[src/rtl/product_accumulator.sv]
`default_nettype none
// ============================================================================
//  Module      : product_accumulator
//  Description : Saturating signed accumulator for the product stream of the
//                32x32 signed multiplier. Terms arrive over valid/ready. A term
//                flagged in_last closes the sequence, and the total is then
//                held on the output until the consumer takes it.
//  Revision    : 1.0  initial release
// ----------------------------------------------------------------------------
//  Ports
//    clk         in   1       rising-edge clock
//    rst         in   1       asynchronous active-high reset
//    in_valid    in   1       in_product / in_last are valid
//    in_ready    out  1       stage can take a product this cycle
//    in_product  in   PROD_W  signed product (two's complement)
//    in_last     in   1       final term of the sequence
//    acc_clear   in   1       synchronous abort of a sequence in progress
//    out_valid   out  1       finished total is presented
//    out_ready   in   1       consumer accepts the total
//    out_acc     out  ACC_W   signed saturated sum
//    out_count   out  CNT_W   accepted terms, saturating at all-ones
//    out_sat     out  1       sticky saturation flag for this sequence
//  ACC_W must be >= PROD_W.
// ============================================================================
module product_accumulator #(
   parameter int PROD_W = 64,
   parameter int ACC_W  = 64,
   parameter int CNT_W  = 8
) (
   input  logic              clk,
   input  logic              rst,
   input  logic              in_valid,
   output logic              in_ready,
   input  logic [PROD_W-1:0] in_product,
   input  logic              in_last,
   input  logic              acc_clear,
   output logic              out_valid,
   input  logic              out_ready,
   output logic [ACC_W-1:0]  out_acc,
   output logic [CNT_W-1:0]  out_count,
   output logic              out_sat
);

   typedef enum logic [1:0] {
      IDLE  = 2'd0,
      ACCUM = 2'd1,
      HOLD  = 2'd2
   } state_t;

   localparam logic [ACC_W-1:0] MAX_POS = {1'b0, {(ACC_W-1){1'b1}}};
   localparam logic [ACC_W-1:0] MIN_NEG = {1'b1, {(ACC_W-1){1'b0}}};

   state_t           state, state_nx;
   logic [ACC_W-1:0] acc, acc_nx;
   logic [CNT_W-1:0] count, count_nx;
   logic             sat, sat_nx;
   // Holds in_ready low from reset until the first clock edge after release.
   logic             started;

   logic             accept;
   logic             clr_now;
   logic [ACC_W-1:0] base_acc;
   logic [CNT_W-1:0] base_cnt;
   logic             base_sat;
   logic [ACC_W:0]   prod_ext;
   logic [ACC_W:0]   sum;
   logic             ovf;
   logic [ACC_W-1:0] sum_sat;

   assign in_ready  = started && (state != HOLD);
   assign accept    = in_valid && in_ready;
   assign out_valid = (state == HOLD);
   assign out_acc   = acc;
   assign out_count = count;
   assign out_sat   = sat;

   // A clear in the same cycle as an accept makes the product the first term
   // of a fresh sequence, so the arithmetic starts from a zeroed base.
   assign clr_now  = acc_clear && (state != HOLD);
   assign base_acc = clr_now ? '0 : acc;
   assign base_cnt = clr_now ? '0 : count;
   assign base_sat = clr_now ? 1'b0 : sat;

   // One guard bit: overflow shows up as the top two bits disagreeing.
   assign prod_ext = {{(ACC_W+1-PROD_W){in_product[PROD_W-1]}}, in_product};
   assign sum      = {base_acc[ACC_W-1], base_acc} + prod_ext;
   assign ovf      = sum[ACC_W] != sum[ACC_W-1];
   assign sum_sat  = !ovf        ? sum[ACC_W-1:0] :
                     sum[ACC_W]  ? MIN_NEG : MAX_POS;

   always_ff @(posedge clk or posedge rst) begin
      if (rst) begin
         state   <= IDLE;
         acc     <= '0;
         count   <= '0;
         sat     <= 1'b0;
         started <= 1'b0;
      end else begin
         state   <= state_nx;
         acc     <= acc_nx;
         count   <= count_nx;
         sat     <= sat_nx;
         started <= 1'b1;
      end
   end

   always_comb begin
      state_nx = state;
      acc_nx   = acc;
      count_nx = count;
      sat_nx   = sat;
      case (state)
         IDLE, ACCUM: begin
            if (accept) begin
               acc_nx   = sum_sat;
               sat_nx   = base_sat | ovf;
               count_nx = (base_cnt == '1) ? base_cnt : base_cnt + CNT_W'(1);
               state_nx = in_last ? HOLD : ACCUM;
            end else if (clr_now) begin
               acc_nx   = '0;
               count_nx = '0;
               sat_nx   = 1'b0;
               state_nx = IDLE;
            end
         end
         HOLD: begin
            if (out_ready) begin
               acc_nx   = '0;
               count_nx = '0;
               sat_nx   = 1'b0;
               state_nx = IDLE;
            end
         end
         default: begin
            state_nx = IDLE;
         end
      endcase
   end

endmodule
`default_nettype wire
[config.mk]
export PLATFORM = sky130hd
export DESIGN_NAME = product_accumulator
export DESIGN_NICKNAME = d
export VERILOG_FILES = /design/src/rtl/product_accumulator.sv
export SDC_FILE = /design/constraint.sdc
export NUM_CORES = 1
export LEC_CHECK = 0
export ABC_AREA = 1
export ABC_CLOCK_PERIOD_IN_PS = 8900
export CORE_MARGIN = 2
export CORE_UTILIZATION = 60
export CTS_BUF_LIST = sky130_fd_sc_hd__clkbuf_2
export DETAILED_ROUTE_END_ITERATION = 8
export PLACE_DENSITY = 0.87
export SYNTH_ARGS = -nofsm -noshare
export SYNTH_HDL_FRONTEND = slang
export SYNTH_SLANG_ARGS = --single-unit
[constraint.sdc]
create_clock -name clk -period 8.9 [get_ports clk]
set_clock_uncertainty 0.05 [all_clocks]
set_input_delay 1.78 -clock clk [delete_from_list [all_inputs] [get_ports clk]]
set_output_delay 1.78 -clock clk [all_outputs]
set_load 0.02 [all_outputs]
Word level (Yosys, flattened, before mapping)
Index checks and enable logic that the tools add are counted.

word-level totals
  flip-flop bits (word level) = 76
  output and inout port bits = 75

operators by class
  muxes and demuxes = 20
  eq/ne operators = 7
  $add $sub $neg = 2
  bitwise operators = 1
  reduce and logical (&&, ||, !) cells = 8

operator list
  operator                                               number
  2-to-1 mux 64 bit                                      5
  one-hot mux 64 bit (2 select lines)                    1
  adder 64 x 64 -> 65 bit                                1
  2-to-1 mux 8 bit                                       4
  one-hot mux 8 bit (2 select lines)                     1
  adder 8 x 1 -> 8 bit, second input constant            1
  equality test 8 bit, second input constant             1
  2-to-1 mux 2 bit                                       4
  one-hot mux 2 bit (2 select lines)                     1
  AND reduction 2 bit                                    2
  logical AND 1 bit                                      3
  2-to-1 mux 1 bit                                       3
  inequality test 3 bit, second input constant           1
  equality test 2 x 1 -> 1 bit, second input constant    1
  equality test 2 bit, second input constant             1
  zero test 2 bit                                        1
  inequality test 2 x 1 -> 1 bit, second input constant  1
  inequality test 2 bit, second input constant           1
  one-hot mux 1 bit (2 select lines)                     1
  nonzero test 2 bit                                     1
  OR reduction 2 bit                                     1
  inequality test 1 bit                                  1
  bitwise OR 1 bit                                       1

Depth between registers and ports, before layout
  depth in word-level cells = 8
  mapped depth = 29
  gate-level depth less buffers = 26

Least setup slack after synthesis
OpenSTA, ideal clock, no wires.

  path kind = input-to-reg
  start = in acc_clear
  end = reg acc[16] (netlist: out_acc[16])
  stages on the path = 27
  arrival = 5.072 ns
  slack = 3.661 ns
  setup time = 0.117 ns
  cell sequence = inv_1 > nor2_1 > clkbuf_1 > buf_1 > buf_1 > nor2_1 > ha_1 > a21oi_1 > inv_1 > a21oi_1 > inv_1 > a21oi_1 > inv_1 > nand2_1 > nand3_1 > nor2_1 > nand2_2 > nand2_1 > nand2_2 > nand2_2 > nand2_4 > inv_2 > buf_6 > buf_6 > nand2_2 > nand2_1 > nand2_1

between the ends
  longest elaborated chain between the ends = 7
  elaborated cells between the ends (all ways) = 8
  classes of those cells = 1 x add/sub; 1 x eq/ne; 5 x mux; 1 x reduce/logical

ends and longest elaborated chain
  what                                                        RTL line  RTL
  from (decl)                                                 36        input logic acc_clear,
  logical AND 1 bit *                                         79        assign clr_now = acc_clear && (state != HOLD);
  2-to-1 mux 64 bit *                                         --
  adder 64 x 64 -> 65 bit                                     86        assign sum = {base_acc[ACC_W-1], base_acc} + prod_ext;
  2-to-1 mux 64 bit or inequality test 1 bit (tied branches)  89, 87
  2-to-1 mux 64 bit                                           88        assign sum_sat = !ovf ? sum[ACC_W-1:0] :
  2-to-1 mux 64 bit *                                         114       if (accept) begin
  one-hot mux 64 bit (2 select lines) *                       112       case (state)
  to (signal assigned)                                        100       acc <= acc_nx;
  to (decl)                                                   54        logic [ACC_W-1:0] acc, acc_nx;

Mark *: on every way between the ends. The rest lies on a longest branch, timed or not.
A chain may end at the register's enable or synchronous reset.

Worst setup path after layout
  start = in acc_clear
  end = reg acc[4] (netlist: out_acc[4])

The elaborated chain is that of the path after synthesis.

==> impl_metrics.env <==
export IMPL_status="complete, no violations"
export IMPL_cp_endpoint="out_acc[4]"
export IMPL_hold_viol_final=0
export IMPL_grt_start_max_net_pins=77
export IMPL_final_cells=2008
export IMPL_critPathLaunch="acc_clear"
export IMPL_clk_pin_slew_ps=280
export IMPL_io_buffers=144
export IMPL_track_usage_pct=40.21
export IMPL_layout_nets=1916
export IMPL_numCtsBuffers=9
export IMPL_syn_avg_cell_area_um2=5.805
export IMPL_antenna_found_initial=1
export IMPL_finalMaxSlewViolations=0
export IMPL_worstRegToRegCells=20
export IMPL_worst_slack_ps=2322
export IMPL_p_leak_nw=5.837
export IMPL_yosys_warnings=0
export IMPL_dpl_cell_area_um2=11230
export IMPL_peakVddDrop_mv=0.1190
export IMPL_drt_total_wl_um=34700
export IMPL_synth_area_top_cells="dfrtp_1 20%, nand2_1 17%, inv_1 12%"
export IMPL_syn_cell_area_um2=9672
export IMPL_dr_pass1_iters=6
export IMPL_critical_path_class="in -> reg"
export IMPL_finalPower_mw=1.990
export IMPL_rsz0062_at_grt="false"
export IMPL_crit_reg2reg_launch="state[1]"
export IMPL_finalSetupViolations=0
export IMPL_cts_tree="done"
export IMPL_hold_ws_ps=498.8
export IMPL_dp_cells=1991
export IMPL_fin_crit_sh_pct=73.91
export IMPL_place_ws_ps=1882
export IMPL_dieWidth_um=131.0
export IMPL_async_flop_share_pct=100.0
export IMPL_tritoncts_num_sinks=76
export IMPL_syn_nets=1796
export IMPL_syn2layout_area_growth_pct=17.70
export IMPL_maxCapViolCount=0
export IMPL_netlist_instances=1666
export IMPL_synth_top_area_share_pct=19.66
export IMPL_fmax_ghz=0.1520
export IMPL_postLayoutCoreUtil_pct=71.92
export IMPL_yosysMostFrequentCell="nand2_1"
export IMPL_post_cts_buffers=0
export IMPL_synth_edf_count=0
export IMPL_fp_dieH_um=131.0
export IMPL_cts_buffer_depth=2
export IMPL_drc_errors=0
export IMPL_cts_root_buf="clkbuf_2"
export IMPL_path_max_fanout=45
export IMPL_hp_class="reg -> reg"
export IMPL_setup_tns_ps=0
export IMPL_avgViaCountPerCell=5.691
export IMPL_grt_pass1_vias=10620
export IMPL_gp_congestion=1.089
export IMPL_post_drt_wl_per_cell_um=17.28
export IMPL_cts_hold_buf=0
export IMPL_dp_hpwl_um=26910
export IMPL_synth_area_leader_cell="dfrtp_1"
export IMPL_ys_seq_area_share_pct=19.66
export IMPL_synth_commonest_cells="436 x nand2_1, 306 x inv_1, 252 x nor2_1"
export IMPL_grt_pass1_wl_um=53370
export IMPL_cts_resized=0
export IMPL_reg2reg_slack_ps=2680
export IMPL_power_density_nw_per_um2=174.8
export IMPL_ys_ff_latch=76
export IMPL_initial_utilization_pct=61.11
export IMPL_dr_first_iter_drc_count=1245
export IMPL_die_area_um2=17150
export IMPL_yosysUniqueCellTypes=46
export IMPL_clock_latency_ps=670
export IMPL_start_kind="primary input"
export IMPL_ios=145
export IMPL_period_needed_ps=6578
export IMPL_end_kind="flop"
export IMPL_slew_headroom_pct=31.05
export IMPL_rr_endpoint="out_acc[4]"
export IMPL_rows=46
export IMPL_ctsHtreeMaxLevel=3
export IMPL_dr_total_vias=11430
export IMPL_synthFlopType="dfrtp_1"
export IMPL_final_cell_area_um2=11380
export IMPL_worstPathArrival_ps=7080
export IMPL_grt_overflow=0
export IMPL_worst_slew_pin_slew_ps=1034
export IMPL_critPathRequiredTime_ps=9400
export IMPL_ant_nets=0
export IMPL_drive_gt1_share_pct=5.081
export IMPL_core_um2=15830
## logic make-up (layout without fill, tap and decap cells)
group,count (synthesis),after routing,synth area share [%]
other,1,2,0.03877
AO/OA/AOI/OAI,292,292,17.12
flip-flops,76,76,19.66
adder cells (fa/ha/maj),60,60,7.840
XOR/XNOR,50,50,4.528
AND/OR/NAND/NOR,834,834,36.44
buffers and inverters,353,478,14.37
## flip-flops by register name, summed over array words and instances (netlist names)
register / count
out_sat: 1
started: 1
out_acc: 64
out_count: 8
state: 2
## cell usage in the layout (no fill, tap or decap), types with 7 or more instances in the layout
master           instances
o21ai_0                101
o21bai_1                10
clkdlybuf4s50_1        144
nor2_1                 251
nor3_1                  15
a21boi_0                 7
nand4_1                 15
nand2_1                436
o22ai_1                  8
ha_1                    59
a31oi_1                 13
xor2_1                  29
o21a_1                  33
dfrtp_1                 76
nand2_2                 35
nand2_4                  9
clkbuf_2                 9
nand3_1                 45
inv_1                  305
xnor2_1                 21
a21oi_1                102
## area by class of cell
cell class              instances  area (um^2)
diodes                          1        2.502
clock buffers                   9        45.04
clock inverters                 7        106.4
fillers                      1422         4444
inverters                     312         1172
multi-input cells            1237         6399
flip-flops and latches         76         1902
well taps                     216        270.3
repair buffers                150         1486
## critical path, stage by stage
cell             delay (ps)
clkdlybuf4s50_1         580
inv_1                   110
nor2_4                  120
buf_4                   420
nor2_1                  100
ha_1                    380
a21oi_1                 220
a21boi_0                320
o21bai_1                150
nand3_1                  90
o2111ai_1               130
a21oi_1                 360
nand3_1                 120
nand2_1                 120
nand3_2                 700
nand2_1                 720
buf_4                   380
nor2_1                   90
nand2_1                  80
nand2_1                  60
## layer usage
metal / routed length (um) / GRT usage, %
met4: 1692 / 20.40
met3: 3628 / 9.283
met2: 14870 / 61.54
met5: 0 / 0
met1: 14500 / 53.14
## worst min-delay path by stage
| stage | startpoint | endpoint | slack [ps] | cells after the start |
|---|---|---|---|---|
| after floorplan | state[0] | state[1] | 520 | 3 |
| after global placement | out_acc[9] | out_acc[9] | 440 | 2 |
| after detailed placement | out_acc[25] | out_acc[25] | 440 | 2 |
| after CTS | out_acc[25] | out_acc[25] | 500 | 2 |
| after global routing | out_acc[55] | out_acc[55] | 510 | 2 |
| final | out_acc[17] | out_acc[17] | 500 | 2 |
## where the power goes
part	internal, mW	total [mW]	leakage (nW)	switching, mW
combinational	0.448	1.24	4.77	0.790
sequential	0.415	0.484	0.981	0.0683
clock	0.0977	0.268	0.0826	0.171
total	0.961	1.99	5.84	1.03
No activity file was read; power rests on OpenSTA's default activity.
